==> config.mk <==
export PLATFORM = sky130hd
export DESIGN_NAME = mux_nx1_reg
export DESIGN_NICKNAME = d
export VERILOG_FILES = /design/src/rtl/mux_nx1_reg.sv
export SDC_FILE = /design/constraint.sdc
export NUM_CORES = 1
export LEC_CHECK = 0
export ABC_AREA = 1
export BUFFER_PORTS_ARGS = -buffer_cell sky130_fd_sc_hd__buf_2
export CORE_ASPECT_RATIO = 0.8
export CORE_MARGIN = 2
export CORE_UTILIZATION = 25
export CTS_CLUSTER_SIZE = 14
export DETAILED_ROUTE_END_ITERATION = 10
export HOLD_SLACK_MARGIN = 0.08
export SETUP_SLACK_MARGIN = 0.3
export SLEW_MARGIN = 20
export SYNTH_ARGS = -nofsm -noshare
export SYNTH_HDL_FRONTEND = slang
export SYNTH_SLANG_ARGS = --single-unit
==> constraint.sdc <==
create_clock -name clk -period 1.15 [get_ports clk]
set_input_delay 0.0575 -clock clk [delete_from_list [all_inputs] [get_ports clk]]
set_output_delay 0.0575 -clock clk [all_outputs]
set_load 0.03 [all_outputs]
==> src/rtl/mux_nx1_reg.sv <==
// Registered N:1 multiplexer with valid/ready handshaking.
// Selection is explicit via sel (MODE 0) or round-robin over valid channels (MODE 1).
module mux_nx1_reg #(
    parameter int unsigned WIDTH  = 16,
    parameter int unsigned NUM_CH = 4,
    parameter int unsigned MODE   = 0,
    localparam int unsigned SEL_W = $clog2(NUM_CH)
) (
    input  logic                    clk,
    input  logic                    rst,
    input  logic [NUM_CH*WIDTH-1:0] in_data,
    input  logic [NUM_CH-1:0]       in_valid,
    output logic [NUM_CH-1:0]       in_ready,
    input  logic [SEL_W-1:0]        sel,
    output logic [WIDTH-1:0]        out_data,
    output logic                    out_valid,
    input  logic                    out_ready,
    output logic [SEL_W-1:0]        out_ch
);

    typedef enum logic {
        EMPTY = 1'b0,
        FULL  = 1'b1
    } state_t;

    state_t             state_q;
    logic [SEL_W-1:0]   rr_ptr;
    logic [SEL_W-1:0]   grant;
    logic [SEL_W-1:0]   rr_nxt;
    logic [WIDTH-1:0]   sel_data;
    logic               gnt_ok;
    logic               found;
    logic               load_en;
    int unsigned        idx;

    assign out_valid = (state_q == FULL);
    assign load_en   = (state_q == EMPTY) || out_ready;

    // Grant selection, granted-channel data mux and per-channel ready
    always_comb begin
        grant    = '0;
        found    = 1'b0;
        idx      = 0;
        gnt_ok   = 1'b0;
        sel_data = '0;
        in_ready = '0;
        if (MODE == 0) begin
            grant = sel;
        end else begin
            // Search from rr_ptr upward with wrap; default to rr_ptr when nothing is valid
            grant = rr_ptr;
            for (int unsigned k = 0; k < NUM_CH; k++) begin
                idx = (32'(rr_ptr) + k) % NUM_CH;
                if (!found && in_valid[idx]) begin
                    found = 1'b1;
                    grant = SEL_W'(idx);
                end
            end
        end
        // An out-of-range sel matches no channel, so nothing is granted or loaded
        for (int unsigned i = 0; i < NUM_CH; i++) begin
            if (grant == SEL_W'(i)) begin
                gnt_ok      = in_valid[i];
                sel_data    = in_data[i*WIDTH +: WIDTH];
                in_ready[i] = load_en && !rst;
            end
        end
        rr_nxt = (grant == SEL_W'(NUM_CH - 1)) ? '0 : grant + SEL_W'(1);
    end

    // Output register and round-robin pointer; drain and refill may share an edge
    always_ff @(posedge clk) begin
        if (rst) begin
            state_q  <= EMPTY;
            out_data <= '0;
            out_ch   <= '0;
            rr_ptr   <= '0;
        end else if (load_en) begin
            if (gnt_ok) begin
                state_q  <= FULL;
                out_data <= sel_data;
                out_ch   <= grant;
                rr_ptr   <= rr_nxt;
            end else begin
                state_q  <= EMPTY;
            end
        end
    end

endmodule
# After elaboration in Yosys (flattened, before gate mapping)
# Index checks and enable logic that the tools add are counted.
word_totals:
  regBits: 19
  latch_bits: 0
  ram_bits: 0
  rom_bits: 0
  inputBits: 73
  out_inout_bits: 23
  word_cells: 25
  memories: 0
op_classes:
  n_addsub: 0
  multipliers: 0
  n_div: 0
  n_lt_le_gt_ge: 0
  eq_ne: 3
  shift: 0
  mux: 13
  n_bitwise: 1
  n_reduce_logical: 5
op_table:
  columns: ["operator", "count"]
  rows:
  - ["16-bit 2-to-1 mux", 4]
  - ["1-bit 2-to-1 mux", 9]
  - ["2-bit equality test, second input constant", 2]
  - ["2-bit by 1-bit equality test with 1-bit output, second input constant", 1]
  - ["2-bit logical NOT", 1]
  - ["2-bit AND reduction", 1]
  - ["1-bit logical AND", 1]
  - ["1-bit logical NOT", 1]
  - ["1-bit logical OR", 1]
  - ["1-bit NOT", 1]

# Longest topological paths before layout
logic_depth:
  ltp_word: 6
  ltp_mapped: 10

# Worst setup path before layout
# OpenSTA, ideal clock, no wires.
synth_timing:
  path_kind: "reg-to-output"
  startpoint: "reg state_q, in the netlist out_valid"
  endpoint: "out in_ready[0]"
  arrival_time_ps: 1569
  path_slack_ps: -477
  stages_incl_launch_ff: 7
  path_cell_list: "dfxtp_1 inv_1 nor2_1 inv_1 buf_2 nand2_1 nor3_1"
synth_via:
  elab_chain_cells: 4
synth_rtl:
  columns: ["item", "line", "text"]
  rows:
  - ["start, declared", "26", "state_t state_q;"]
  - ["start signal, assigned", "74", "state_q <= EMPTY;"]
  - ["start signal, assigned", "80", "state_q <= FULL;"]
  - ["start signal, assigned", "85", "state_q <= EMPTY;"]
  - ["1-bit NOT", "37", "assign load_en = (state_q == EMPTY) || out_ready;"]
  - ["1-bit logical OR", "37", null]
  - ["1-bit logical AND", "65", "in_ready[i] = load_en && !rst;"]
  - ["1-bit 2-to-1 mux", "62", "if (grant == SEL_W'(i)) begin"]
  - ["end, declared", "13", "output logic [NUM_CH-1:0] in_ready,"]
# Every way passes these cells.

# Worst setup path after layout
layout_timing:
  startpoint: "reg state_q, in the netlist out_valid"
  endpoint: "out in_ready[1]"
# The elaborated chain is that of the path after synthesis.

==> flow_summary.yaml <==
synthesis:
  synth_compound_area_frac: 0.06034
  ys_async_sr_fraction: 0
  synth_xor_area_frac: 0
  synth_top_family_by_area: "simple AND/OR/NAND/NOR gates"
  synth_largest_area_cell: "dfxtp_1"
  synthFlopType: "dfxtp_1"
  yosysTopAreaCellShare: 0.2697
  yosysSeqAreaShare: 0.2697
  syn_inst: 227
  synth_area_per_cell_sq_um: 6.212
  synthSimpleGateAreaFrac: 0.5794
  synth_fa_ha_area_frac: 0
  synth.area.top_cells: "dfxtp_1 27%, nand3_1 18%, nand2_1 14%"
  synth.distinct_cells: 23
  yosysWarnings: 0
  synth_seq_cells: 19
  syn_area_sq_um: 1410
  syn-num-nets: 300
  synthMuxAreaShare: 0
  synth_edf_count: 0
worst_setup_path:
  crit_buf_inv: 3
  critPathLaunchType: "flop"
  worst_r2r_endpoint: "out_data[13]"
  reg2reg_depth: 8
  path_depth: 6
  cpLargestDelayFamily: "flip-flops"
  crit_chain: "inv_2 -> nor2_4 -> inv_4 -> nand2_8 -> nor3_4 -> buf_6"
  reg2reg_slack_ns: 0.02
  slowest_delay_ns: 0.34
  crit_type: "reg -> out"
  crit_end: "in_ready[1]"
  critPathLaunch: "out_valid"
  path_max_fanout: 4
  required_ns: 1.09
  critPathSlowestCell: "dfxtp_4"
  rr_startpoint: "out_valid"
  critPathArrivalTime_ns: 1.13
  cp-end-kind: "output port"
power_and_ir_drop:
  p_per_area_nw_per_um2: 942.6
  ir_drop_mv: 0.5247
  power.leakage_nw: 1.170
cts:
  clk_latency_ns: 0.25
  cts_tree: "done"
  cts_buffer_depth: 2
  numCtsBuffers: 3
  clkSlewWorstSetupHoldPaths_ns: 0.07
  htree_levels: 1
  clockRootBuffer: "clkbuf_8"
  numClockSinks: 19
sta:
  fmax_mhz: 841.1
  relSlewSlack: 0.7897
  clock_skew_ns: 0.001806
  tns_ns: -0.1101
  setup_slack_ns: -0.03889
  fin_hold_ws_ns: 0.2207
  slew_viol_final: 0
  hold_viol: 0
  fin_crit_sh: 1.034
  finalSetupViolCount: 4
  period_minus_slack_ns: 1.189
  rsz0062_at_grt: "yes"
  tightest_slew_ns: 0.3151
final_layout:
  utilization: 0.4397
  diodes: 0
  drive_gt1_frac: 0.5337
  syn_to_final_growth_pct: 69.48
  layout.nets: 400
  multi_input_area_sq_um: 1079
  fin_cells: 404
  regArea_sq_um: 389.1
  fillCellCount: 567
floorplanning:
  initial_core_util: 0.2594
  row_count: 24
  fp.dieH_microns: 71.18
  dieArea_sq_um: 6261
  die_w_microns: 87.97
  core_sq_um: 5435
  io_pins: 96
global_routing:
  grt_pass1_vias: 1789
  overflow: 0
  grt_max_degree: 32
  grt_pass1_wl_microns: 7893
  track_usage: 0.1584
  antenna_found_initial: 0
drt:
  vias_per_cell: 4.567
  remaining_drc_errors: 0
  drt_iter0_drc: 42
  drt-total-wl_microns: 5034
  ant_nets: 0
  num_vias: 1845
  routedWlPerCell_microns: 12.46
  drt_first_pass_iters: 4
status:
  status: "finished, violations left"
  failed_checks: "negative setup slack"
flow_run:
  maxCapViolations: 0
placed_design:
  gp_congestion: 0.8596
  hpwl_microns: 3893
  port_buffers: 95
  dpl.cell_count: 396
  place_ws_ns: -0.04763
worst_hold_path:
  hold_depth: 6
  hold_path_class: "in -> reg"
routing by layer:
metal  vias to the layer above  part of all wire  GRT usage
met5                         -                 0          0
met4                         0            0.0042    0.01538
met3                         2             0.078    0.04201
met2                        75              0.47     0.2677
met1                       831              0.45     0.2101
li1                        937                 -          -
logic make-up after synthesis:
| logic type | Yosys count |
|---|---|
| AND/OR/NAND/NOR | 169 |
| buffers and inverters | 22 |
| flip-flops | 19 |
| AO/OA/AOI/OAI | 17 |
worst reg2reg max path, stage by stage, from the launching register on:
cell and delay [ns]:
dfxtp_4 0.35, inv_2 0.04, nor2_4 0.12, inv_4 0.07, buf_6 0.13, clkbuf_16 0.16, nand3_2 0.06, nand2_1 0.05
nor2_1 0.10
area by class of cell:
class,instances,area share
multi-input combinational,186,0.4513
inverter,7,0.01309
sequential,19,0.1628
tap,78,0.04084
timing repair buffer,110,0.3131
clock buffer,4,0.01885
layout by cell type, fill, tap and decap left out, types with 2 or more instances in the layout:
master    instances
or2_2            11
inv_2             3
dfxtp_2           4
buf_12            2
buf_6            14
buf_2            73
nor3_4            3
nand3_1          33
nor2_1           35
clkbuf_8          3
nand3_2          19
nor2_8            2
buf_4            17
or2_1             5
o21ai_0          16
nand2_4           2
nand2_2           8
dfxtp_1          14
nor2_4            2
inv_4             2
nor2_2            2
nand2_1          45
per-stage QoR:
step | instance area (sq um) | total power, W
after floorplan | 1481 | 0.001351
after global placement | 2056 | 0.001633
after detailed placement | 2056 | 0.001642
after CTS | 2198 | 0.002161
after global routing | 2390 | 0.002402
final | 2390 | 0.002253
flip-flops by register name, summed over array words and instances, names as in the netlist:
register	count
out_data	16
out_valid	1
out_ch	2
how the worst min path moves through the flow:
stage                     start           end  slack, ns
CTS                         rst     out_valid     -0.005
floorplan                   rst     out_valid       0.12
finish              in_data[60]  out_data[12]       0.22
global route        in_data[60]  out_data[12]       0.23
detailed placement          rst     out_valid       0.27
global placement            rst     out_valid       0.27
synth_stat cells, types with 2 or more instances:
cell / instances
nand2_1: 51
nand3_1: 51
nor2_1: 38
dfxtp_1: 19
o21ai_0: 16
or2_2: 11
buf_2: 6
or2_1: 5
buf_6: 4
clkbuf_1: 3
inv_1: 3
nand2_2: 3
nor3_1: 3
inv_2: 2
nand2_4: 2
nand3_2: 2
nor2_8: 2
report_power, final:
part / leakage, nW / internal, W / total, W / switching (W)
Clock: 0.0228 / 0.000246 / 0.000461 / 0.000215
Combinational: 0.987 / 0.000430 / 0.00101 / 0.000580
Sequential: 0.159 / 0.000736 / 0.000782 / 0.0000460
Total: 1.17 / 0.00141 / 0.00225 / 0.000841
timing repair:
item / CTS / global route
buffers inserted: 2 / 0
cloned: 0 / 1
setup endpoints to repair: 32 / 40
hold endpoints to repair: 1 / 1
pin swaps: 2 / 31
resized for setup: 26 / 51
Power figures use the tool's default switching activity.
